### config.mk
export PLATFORM = sky130hd
export DESIGN_NAME = layer_scan_ctrl_flat
export DESIGN_NICKNAME = d
export VERILOG_FILES = /design/src/rtl/layer_scan_ctrl_if.sv /design/src/rtl/layer_scan_ctrl.sv /design/src/flat_wrapper.sv
export SDC_FILE = /design/constraint.sdc
export NUM_CORES = 1
export LEC_CHECK = 0
export ABC_CLOCK_PERIOD_IN_PS = 11000
export BUFFER_PORTS_ARGS = -buffer_cell sky130_fd_sc_hd__buf_2
export CORE_MARGIN = 5
export CORE_UTILIZATION = 58
export DETAILED_ROUTE_END_ITERATION = 6
export GPL_ROUTABILITY_DRIVEN = 0
export PLACE_DENSITY = 0.78
export RECOVER_POWER = 100
export SLEW_MARGIN = 20
export SYNTH_ARGS = -nofsm -noshare
export SYNTH_HDL_FRONTEND = slang
export SYNTH_SLANG_ARGS = --single-unit
### constraint.sdc
create_clock -name CLK -period 11 [get_ports CLK]
set_clock_uncertainty 0.05 [all_clocks]
set_input_delay 1.1 -clock CLK [delete_from_list [all_inputs] [get_ports CLK]]
set_output_delay 1.1 -clock CLK [all_outputs]
set_load 0.01 [all_outputs]
### src/rtl/layer_scan_ctrl_if.sv
// Bus bundle between layer_scan_ctrl (master side) and its environment:
// command inputs, layer memory read/write ports and the pixel stream to the mixer.
interface layer_scan_ctrl_if #(
    parameter int X_LIMIT = 240,
    parameter int Y_LIMIT = 240,
    parameter int ADDR_W  = $clog2(X_LIMIT) + $clog2(Y_LIMIT)
);
    localparam int XW = $clog2(X_LIMIT);
    localparam int YW = $clog2(Y_LIMIT);

    logic              START;
    logic              FILL_REQ;
    logic [XW-1:0]     FILL_X0;
    logic [XW-1:0]     FILL_X1;
    logic [YW-1:0]     FILL_Y0;
    logic [YW-1:0]     FILL_Y1;
    logic              FILL_VALUE;
    logic              FILL_ACK;
    logic              BUSY;
    logic              FRAME_DONE;
    logic              FILL_DONE;
    logic [ADDR_W-1:0] ROM_ADDRESS;
    logic              ROM_DATA;
    logic              PIX_VALID;
    logic              PIX_READY;
    logic              PIX_DATA;
    logic [XW-1:0]     PIX_X;
    logic [YW-1:0]     PIX_Y;
    logic              PIX_LAST;
    logic              WRITE_ROM;
    logic [ADDR_W-1:0] WRITE_ROM_ADDRESS;
    logic              WRITE_ROM_DATA;

    modport master (
        input  START, FILL_REQ, FILL_X0, FILL_X1, FILL_Y0, FILL_Y1, FILL_VALUE,
               ROM_DATA, PIX_READY,
        output FILL_ACK, BUSY, FRAME_DONE, FILL_DONE, ROM_ADDRESS,
               PIX_VALID, PIX_DATA, PIX_X, PIX_Y, PIX_LAST,
               WRITE_ROM, WRITE_ROM_ADDRESS, WRITE_ROM_DATA
    );

    modport slave (
        output START, FILL_REQ, FILL_X0, FILL_X1, FILL_Y0, FILL_Y1, FILL_VALUE,
               ROM_DATA, PIX_READY,
        input  FILL_ACK, BUSY, FRAME_DONE, FILL_DONE, ROM_ADDRESS,
               PIX_VALID, PIX_DATA, PIX_X, PIX_Y, PIX_LAST,
               WRITE_ROM, WRITE_ROM_ADDRESS, WRITE_ROM_DATA
    );
endinterface

### src/rtl/layer_scan_ctrl.sv
// Layer bitmap controller: raster frame scan to the mixer and rectangle fill via the write port.
// Define LAYER_SCAN_MIRROR_X_EN to read each row right-to-left (horizontally mirrored output).
module layer_scan_ctrl #(
    parameter int X_LIMIT = 240,
    parameter int Y_LIMIT = 240,
    parameter int ADDR_W  = $clog2(X_LIMIT) + $clog2(Y_LIMIT)
) (
    input  logic              CLK,
    input  logic              RESET,
    layer_scan_ctrl_if.master bus
);
    localparam int XW = $clog2(X_LIMIT);
    localparam int YW = $clog2(Y_LIMIT);
    localparam logic [XW-1:0] XMAX = XW'(X_LIMIT - 1);
    localparam logic [YW-1:0] YMAX = YW'(Y_LIMIT - 1);
    localparam bit X_CLAMP = (2 ** XW) > X_LIMIT;
    localparam bit Y_CLAMP = (2 ** YW) > Y_LIMIT;

    typedef enum logic [1:0] {IDLE, SCAN, FILL, FILL_END} state_t;

    state_t state_q, state_d;
    logic pend_q, pend_d;

    // scan: f_* describe the pixel whose address is on ROM_ADDRESS
    logic [XW-1:0]     f_x_q, f_x_d;
    logic [YW-1:0]     f_y_q, f_y_d;
    logic [ADDR_W-1:0] f_base_q, f_base_d;
    logic              f_more_q, f_more_d;
    logic [ADDR_W-1:0] rom_addr_q, rom_addr_d;
    logic              pix_valid_q, pix_valid_d;
    logic [XW-1:0]     pix_x_q, pix_x_d;
    logic [YW-1:0]     pix_y_q, pix_y_d;
    logic              pix_last_q, pix_last_d;
    logic              fresh_q, fresh_d;
    logic              hold_q, hold_d;
    logic              frame_done_q, frame_done_d;

    // fill
    logic [XW-1:0]     x0_q, x0_d, x1_q, x1_d, w_x_q, w_x_d;
    logic [YW-1:0]     y0_q, y0_d, y1_q, y1_d, w_y_q, w_y_d;
    logic [ADDR_W-1:0] w_base_q, w_base_d;
    logic              val_q, val_d;
    logic              wr_q, wr_d;
    logic [ADDR_W-1:0] wr_addr_q, wr_addr_d;
    logic              wr_data_q, wr_data_d;
    logic              fill_ack_q, fill_ack_d;
    logic              fill_done_q, fill_done_d;

    logic take;

    function automatic logic [ADDR_W-1:0] col(input logic [XW-1:0] x);
`ifdef LAYER_SCAN_MIRROR_X_EN
        return ADDR_W'(X_LIMIT - 1) - ADDR_W'(x);
`else
        return ADDR_W'(x);
`endif
    endfunction

    function automatic logic [XW-1:0] clamp_x(input logic [XW-1:0] v);
        if (X_CLAMP && (v > XMAX)) return XMAX;
        return v;
    endfunction

    function automatic logic [YW-1:0] clamp_y(input logic [YW-1:0] v);
        if (Y_CLAMP && (v > YMAX)) return YMAX;
        return v;
    endfunction

    always_comb begin
        state_d      = state_q;
        pend_d       = pend_q;
        f_x_d        = f_x_q;
        f_y_d        = f_y_q;
        f_base_d     = f_base_q;
        f_more_d     = f_more_q;
        rom_addr_d   = rom_addr_q;
        pix_valid_d  = pix_valid_q;
        pix_x_d      = pix_x_q;
        pix_y_d      = pix_y_q;
        pix_last_d   = pix_last_q;
        fresh_d      = fresh_q;
        hold_d       = hold_q;
        frame_done_d = 1'b0;
        x0_d         = x0_q;
        x1_d         = x1_q;
        y0_d         = y0_q;
        y1_d         = y1_q;
        w_x_d        = w_x_q;
        w_y_d        = w_y_q;
        w_base_d     = w_base_q;
        val_d        = val_q;
        wr_d         = 1'b0;
        wr_addr_d    = wr_addr_q;
        wr_data_d    = wr_data_q;
        fill_ack_d   = 1'b0;
        fill_done_d  = 1'b0;
        take         = pix_valid_q & bus.PIX_READY;

        if (state_q != IDLE && bus.START) pend_d = 1'b1;

        case (state_q)
            IDLE: begin
                if (bus.FILL_REQ) begin
                    state_d    = FILL;
                    fill_ack_d = 1'b1;
                    if (bus.START) pend_d = 1'b1;
                    x0_d     = clamp_x(bus.FILL_X0);
                    x1_d     = clamp_x(bus.FILL_X1);
                    y0_d     = clamp_y(bus.FILL_Y0);
                    y1_d     = clamp_y(bus.FILL_Y1);
                    val_d    = bus.FILL_VALUE;
                    w_x_d    = x0_d;
                    w_y_d    = y0_d;
                    // one-off row base at accept; the per-write path only adds
                    w_base_d = ADDR_W'(y0_d) * ADDR_W'(X_LIMIT);
                end else if (bus.START || pend_q) begin
                    state_d    = SCAN;
                    pend_d     = 1'b0;
                    f_x_d      = '0;
                    f_y_d      = '0;
                    f_base_d   = '0;
                    f_more_d   = 1'b1;
                    rom_addr_d = col('0);
                end
            end
            SCAN: begin
                // ROM_DATA is only valid the cycle after a pixel is presented; keep a copy for stalls
                if (fresh_q) begin
                    hold_d  = bus.ROM_DATA;
                    fresh_d = 1'b0;
                end
                if (take && pix_last_q) begin
                    pix_valid_d  = 1'b0;
                    pix_last_d   = 1'b0;
                    frame_done_d = 1'b1;
                    state_d      = IDLE;
                end else if ((!pix_valid_q || take) && f_more_q) begin
                    pix_valid_d = 1'b1;
                    pix_x_d     = f_x_q;
                    pix_y_d     = f_y_q;
                    pix_last_d  = (f_x_q == XMAX) && (f_y_q == YMAX);
                    fresh_d     = 1'b1;
                    if ((f_x_q == XMAX) && (f_y_q == YMAX)) begin
                        f_more_d = 1'b0;
                    end else if (f_x_q == XMAX) begin
                        f_x_d      = '0;
                        f_y_d      = f_y_q + 1'b1;
                        f_base_d   = f_base_q + ADDR_W'(X_LIMIT);
                        rom_addr_d = f_base_q + ADDR_W'(X_LIMIT) + col('0);
                    end else begin
                        f_x_d      = f_x_q + 1'b1;
                        rom_addr_d = f_base_q + col(f_x_q + 1'b1);
                    end
                end else if (take) begin
                    pix_valid_d = 1'b0;
                end
            end
            FILL: begin
                if ((x0_q > x1_q) || (y0_q > y1_q)) begin
                    state_d = FILL_END;
                end else begin
                    wr_d      = 1'b1;
                    wr_addr_d = w_base_q + ADDR_W'(w_x_q);
                    wr_data_d = val_q;
                    if (w_x_q == x1_q) begin
                        w_x_d = x0_q;
                        if (w_y_q == y1_q) begin
                            state_d = FILL_END;
                        end else begin
                            w_y_d    = w_y_q + 1'b1;
                            w_base_d = w_base_q + ADDR_W'(X_LIMIT);
                        end
                    end else begin
                        w_x_d = w_x_q + 1'b1;
                    end
                end
            end
            FILL_END: begin
                fill_done_d = 1'b1;
                state_d     = IDLE;
            end
            default: state_d = IDLE;
        endcase
    end

    always_ff @(posedge CLK) begin
        if (!RESET) begin
            state_q      <= IDLE;
            pend_q       <= 1'b0;
            f_x_q        <= '0;
            f_y_q        <= '0;
            f_base_q     <= '0;
            f_more_q     <= 1'b0;
            rom_addr_q   <= '0;
            pix_valid_q  <= 1'b0;
            pix_x_q      <= '0;
            pix_y_q      <= '0;
            pix_last_q   <= 1'b0;
            fresh_q      <= 1'b0;
            hold_q       <= 1'b0;
            frame_done_q <= 1'b0;
            x0_q         <= '0;
            x1_q         <= '0;
            y0_q         <= '0;
            y1_q         <= '0;
            w_x_q        <= '0;
            w_y_q        <= '0;
            w_base_q     <= '0;
            val_q        <= 1'b0;
            wr_q         <= 1'b0;
            wr_addr_q    <= '0;
            wr_data_q    <= 1'b0;
            fill_ack_q   <= 1'b0;
            fill_done_q  <= 1'b0;
        end else begin
            state_q      <= state_d;
            pend_q       <= pend_d;
            f_x_q        <= f_x_d;
            f_y_q        <= f_y_d;
            f_base_q     <= f_base_d;
            f_more_q     <= f_more_d;
            rom_addr_q   <= rom_addr_d;
            pix_valid_q  <= pix_valid_d;
            pix_x_q      <= pix_x_d;
            pix_y_q      <= pix_y_d;
            pix_last_q   <= pix_last_d;
            fresh_q      <= fresh_d;
            hold_q       <= hold_d;
            frame_done_q <= frame_done_d;
            x0_q         <= x0_d;
            x1_q         <= x1_d;
            y0_q         <= y0_d;
            y1_q         <= y1_d;
            w_x_q        <= w_x_d;
            w_y_q        <= w_y_d;
            w_base_q     <= w_base_d;
            val_q        <= val_d;
            wr_q         <= wr_d;
            wr_addr_q    <= wr_addr_d;
            wr_data_q    <= wr_data_d;
            fill_ack_q   <= fill_ack_d;
            fill_done_q  <= fill_done_d;
        end
    end

    assign bus.BUSY              = (state_q != IDLE);
    assign bus.FILL_ACK          = fill_ack_q;
    assign bus.FILL_DONE         = fill_done_q;
    assign bus.FRAME_DONE        = frame_done_q;
    assign bus.ROM_ADDRESS       = rom_addr_q;
    assign bus.PIX_VALID         = pix_valid_q;
    assign bus.PIX_DATA          = fresh_q ? bus.ROM_DATA : hold_q;
    assign bus.PIX_X             = pix_x_q;
    assign bus.PIX_Y             = pix_y_q;
    assign bus.PIX_LAST          = pix_last_q;
    assign bus.WRITE_ROM         = wr_q;
    assign bus.WRITE_ROM_ADDRESS = wr_addr_q;
    assign bus.WRITE_ROM_DATA    = wr_data_q;
endmodule
### src/flat_wrapper.sv
// flat-port wrapper written by rule: the top's interface ports become plain ports
module layer_scan_ctrl_flat 
#(
    parameter int X_LIMIT = 240,
    parameter int Y_LIMIT = 240,
    parameter int ADDR_W  = $clog2(X_LIMIT) + $clog2(Y_LIMIT)
)
  (CLK, RESET, bus_START, bus_FILL_REQ, bus_FILL_X0, bus_FILL_X1, bus_FILL_Y0, bus_FILL_Y1, bus_FILL_VALUE, bus_ROM_DATA, bus_PIX_READY, bus_FILL_ACK, bus_BUSY, bus_FRAME_DONE, bus_FILL_DONE, bus_ROM_ADDRESS, bus_PIX_VALID, bus_PIX_DATA, bus_PIX_X, bus_PIX_Y, bus_PIX_LAST, bus_WRITE_ROM, bus_WRITE_ROM_ADDRESS, bus_WRITE_ROM_DATA);
  layer_scan_ctrl_if #(.X_LIMIT(X_LIMIT), .Y_LIMIT(Y_LIMIT), .ADDR_W(ADDR_W)) bus_i ();
  input  logic CLK;
  input  logic RESET;
  input wire logic [$bits(bus_i.START)-1:0] bus_START;
  input wire logic [$bits(bus_i.FILL_REQ)-1:0] bus_FILL_REQ;
  input wire logic [$bits(bus_i.FILL_X0)-1:0] bus_FILL_X0;
  input wire logic [$bits(bus_i.FILL_X1)-1:0] bus_FILL_X1;
  input wire logic [$bits(bus_i.FILL_Y0)-1:0] bus_FILL_Y0;
  input wire logic [$bits(bus_i.FILL_Y1)-1:0] bus_FILL_Y1;
  input wire logic [$bits(bus_i.FILL_VALUE)-1:0] bus_FILL_VALUE;
  input wire logic [$bits(bus_i.ROM_DATA)-1:0] bus_ROM_DATA;
  input wire logic [$bits(bus_i.PIX_READY)-1:0] bus_PIX_READY;
  output wire logic [$bits(bus_i.FILL_ACK)-1:0] bus_FILL_ACK;
  output wire logic [$bits(bus_i.BUSY)-1:0] bus_BUSY;
  output wire logic [$bits(bus_i.FRAME_DONE)-1:0] bus_FRAME_DONE;
  output wire logic [$bits(bus_i.FILL_DONE)-1:0] bus_FILL_DONE;
  output wire logic [$bits(bus_i.ROM_ADDRESS)-1:0] bus_ROM_ADDRESS;
  output wire logic [$bits(bus_i.PIX_VALID)-1:0] bus_PIX_VALID;
  output wire logic [$bits(bus_i.PIX_DATA)-1:0] bus_PIX_DATA;
  output wire logic [$bits(bus_i.PIX_X)-1:0] bus_PIX_X;
  output wire logic [$bits(bus_i.PIX_Y)-1:0] bus_PIX_Y;
  output wire logic [$bits(bus_i.PIX_LAST)-1:0] bus_PIX_LAST;
  output wire logic [$bits(bus_i.WRITE_ROM)-1:0] bus_WRITE_ROM;
  output wire logic [$bits(bus_i.WRITE_ROM_ADDRESS)-1:0] bus_WRITE_ROM_ADDRESS;
  output wire logic [$bits(bus_i.WRITE_ROM_DATA)-1:0] bus_WRITE_ROM_DATA;
  assign bus_i.START = bus_START;
  assign bus_i.FILL_REQ = bus_FILL_REQ;
  assign bus_i.FILL_X0 = bus_FILL_X0;
  assign bus_i.FILL_X1 = bus_FILL_X1;
  assign bus_i.FILL_Y0 = bus_FILL_Y0;
  assign bus_i.FILL_Y1 = bus_FILL_Y1;
  assign bus_i.FILL_VALUE = bus_FILL_VALUE;
  assign bus_i.ROM_DATA = bus_ROM_DATA;
  assign bus_i.PIX_READY = bus_PIX_READY;
  assign bus_FILL_ACK = bus_i.FILL_ACK;
  assign bus_BUSY = bus_i.BUSY;
  assign bus_FRAME_DONE = bus_i.FRAME_DONE;
  assign bus_FILL_DONE = bus_i.FILL_DONE;
  assign bus_ROM_ADDRESS = bus_i.ROM_ADDRESS;
  assign bus_PIX_VALID = bus_i.PIX_VALID;
  assign bus_PIX_DATA = bus_i.PIX_DATA;
  assign bus_PIX_X = bus_i.PIX_X;
  assign bus_PIX_Y = bus_i.PIX_Y;
  assign bus_PIX_LAST = bus_i.PIX_LAST;
  assign bus_WRITE_ROM = bus_i.WRITE_ROM;
  assign bus_WRITE_ROM_ADDRESS = bus_i.WRITE_ROM_ADDRESS;
  assign bus_WRITE_ROM_DATA = bus_i.WRITE_ROM_DATA;
  layer_scan_ctrl #(.X_LIMIT(X_LIMIT), .Y_LIMIT(Y_LIMIT), .ADDR_W(ADDR_W)) u_core (.CLK(CLK), .RESET(RESET), .bus(bus_i));
endmodule
==> flow_summary.json <==
{
  "dpl.hpwl_um": 15200,
  "violations": "max-capacitance violations, max-slew violations",
  "worstPathArrival_ns": 7.56,
  "p_total_uw": 1750,
  "dieWidth_um": 132,
  "cap_violations": 3,
  "hold_violations": 0,
  "tns_ns": 0,
  "setup_violations": 0,
  "min_period_over_period": 0.662,
  "ir_drop_uv": 136,
  "yosys_warnings": 0,
  "cts.reportedPaths.clkPinSlew_ns": 0.06,
  "synth.ff_latch_count": 150,
  "use_met3": 0.0615,
  "fin_crit_ns": 7.28,
  "grt_pass1_vias": 7232,
  "initial_core_util": 0.592,
  "cts_buffers": 17,
  "clock-sinks": 150,
  "wl_per_cell_um": 16.6,
  "fillers": 1242,
  "synth_nets": 1169,
  "tritoncts": "done",
  "p_seq_frac": 0.367,
  "track_usage": 0.248,
  "grt_setup_unrepaired": "false",
  "die-area_sq_um": 17400,
  "ios": 96,
  "clock.fmax_ghz": 0.137,
  "grt.overflow.total": 0,
  "area_delta_synth_final_pct": 12.9,
  "p_sw_frac": 0.318,
  "synthCells": 1075,
  "internal-power_uw": 1190,
  "synth_top_area_frac": 0.348,
  "hold_buffers": 0,
  "clk_latency_ns": 0.42,
  "core_area_sq_um": 14600,
  "antenna_found_initial": 0,
  "synth_flop_cell": "dfxtp_1",
  "grt_first_pass_wirelength_um": 36400,
  "viasPerCell": 6.00,
  "grt_max_degree": 63,
  "hold_path_class": "reg2reg",
  "die_y_um": 132,
  "ant_nets": 0,
  "post_cts_resized": 0,
  "required_ns": 11.29,
  "status": "complete, but fails checks",
  "first_iter_violations": 736,
  "power_frac_clock": 0.386,
  "synth-edff-count": 0,
  "yosys-top-cells-count": "150 x dfxtp_1, 139 x nand2_1, 105 x nor2_1",
  "setup_ws_ns": 3.72,
  "p_switching_uw": 556,
  "drive_gt1_frac": 0.0923,
  "crit_path_max_fanout": 62,
  "post-place-cells": 1300,
  "vias": 7996,
  "slew_headroom": -0.907,
  "top_usage_layer": "met2",
  "fin_util": 0.668,
  "end_kind": "flop",
  "post-cts-setup-buffer-count": 0,
  "antenna_cells": 0,
  "preCtsSetupSlack_ns": 5.87,
  "synth_largest_area_cell": "dfxtp_1",
  "p_leak_uw": 0.00393,
  "synth_most_common_cell": "dfxtp_1",
  "cts-root-buf": "clkbuf_16",
  "critical_path_class": "in2reg",
  "p_per_area_nw_per_um2": 180,
  "slew_violations": 159,
  "cts_buffer_depth": 2,
  "syn_area_per_cell_sq_um": 8.03,
  "async_reset_ff_frac": 0,
  "power_frac_comb": 0.247,
  "syn_area_sq_um": 8630,
  "final_cells": 1332,
  "first_pass_iters": 5,
  "synthDistinctLibCells": 74,
  "worst_pin_slew_ns": 2.86,
  "final_nets": 1229,
  "row_count": 44,
  "finalWirelength_um": 22100,
  "yosys-top-cells-area": "dfxtp_1 35%, ha_1 7.0%, nand2_1 6.0%, a21oi_1 5.5%, nor2_1 4.6%",
  "use_met2": 0.368,
  "drc_errors": 0,
  "met1_usage": 0.360,
  "cp-start-kind": "input pin",
  "port_buffers": 95,
  "synth.yosys.seq_area_share": 0.348,
  "h-tree-depth": 4
}
## sequential cells by signal (all words and copies together) (netlist names), 2 cells and up
register	cells
u_core.x1_q	8
u_core.y0_q	8
u_core.f_x_q	8
u_core.bus.PIX_X	8
u_core.w_x_q	8
u_core.y1_q	8
u_core.bus.WRITE_ROM_ADDRESS	16
u_core.f_y_q	8
u_core.f_base_q	12
u_core.state_q	2
u_core.bus.ROM_ADDRESS	16
u_core.bus.PIX_Y	8
u_core.w_y_q	8
u_core.x0_q	8
u_core.w_base_q	12
## through the flow
step | instance area (sq um) | hold slack [ns]
after floorplan | 8630 | 0.386
after global placement | 9150 | 0.384
after detailed placement | 9150 | 0.392
after CTS | 9840 | 0.406
after global routing | 9740 | 0.426
final | 9740 | 0.404
## routing by layer
metal  vias up  share of wire
met3        21          0.074
met4         0          0.011
li1       3902              -
met2       319           0.44
met1      3754           0.48
met5         -              0
## area by class of cell
cell class                      instances  area [sq um]  area share
Timing Repair Buffer                  106           474      0.0487
Inverter                               48           181      0.0186
Multi-Input combinational cell        812          5170       0.530
Sequential cell                       150          3000       0.308
Clock buffer                           18           439      0.0451
Tap cell                              184           230      0.0236
Clock inverter                         14           246      0.0253
## layout by cell type (no fill, tap or decap), types with 7 or more instances in the layout
cell | netlist | final
nor2_1 | 105 | 107
nand2b_1 | 8 | 8
fa_1 | 7 | 7
clkbuf_16 | 0 | 17
inv_1 | 47 | 47
ha_1 | 48 | 48
buf_4 | 2 | 8
buf_2 | 7 | 37
o221a_2 | 12 | 12
nor2b_1 | 9 | 9
a31oi_1 | 9 | 9
a22oi_1 | 7 | 7
nand3_1 | 37 | 37
o22ai_1 | 7 | 7
a211oi_1 | 20 | 20
clkbuf_1 | 51 | 61
and3_1 | 15 | 15
or3_1 | 7 | 7
o21ai_0 | 53 | 53
nor3_1 | 16 | 16
o211ai_1 | 7 | 7
nand4_1 | 17 | 17
dfxtp_1 | 150 | 150
nor4_1 | 7 | 7
mux2i_1 | 12 | 12
a21o_1 | 9 | 9
o21a_1 | 7 | 7
nand2_1 | 139 | 139
xnor2_1 | 31 | 31
a21oi_1 | 95 | 95
xor2_1 | 41 | 41
## power groups by stage
stage | Sequential [uW] | Clock (uW) | Combinational (uW)
2_1_floorplan | 631 | 0 | 336
3_3_place_gp | 651 | 0 | 419
3_5_place_dp | 651 | 0 | 428
4_1_cts | 640 | 681 | 432
5_1_grt | 648 | 707 | 481
6_report | 642 | 676 | 433
## worst paths after layout
check	start	endpoint	slack [ns]	cells past startpoint
worst max-delay path	RESET	u_core.bus.ROM_ADDRESS[10]	3.72	7
worst max register to register	u_core.w_x_q[0]	u_core.w_base_q[4]	7.35	8
worst min-delay path	u_core.bus.ROM_ADDRESS[7]	u_core.bus.ROM_ADDRESS[7]	0.40	2
worst min register to register	u_core.bus.ROM_ADDRESS[7]	u_core.bus.ROM_ADDRESS[7]	0.40	2
## kinds of logic after synthesis
logic type               after synthesis  share of synthesized area
XOR/XNOR                              72                     0.0731
buffers and inverters                113                     0.0528
AND/OR/NAND/NOR                      394                      0.215
multiplexers                          14                     0.0165
other                                  1                   0.000434
flip-flops                           150                      0.348
AO/OA/AOI/OAI                        274                      0.206
adder cells (fa/ha/maj)               57                     0.0881
## worst max-delay path, stage by stage
cell and delay [ns]:
buf_2 0.08, clkbuf_1 1.69, clkinvlp_2 2.26, clkbuf_1 1.38, nor2_1 0.82, nand2_1 0.10
o21ai_0 0.08
(Power assumes the default switching activity.)
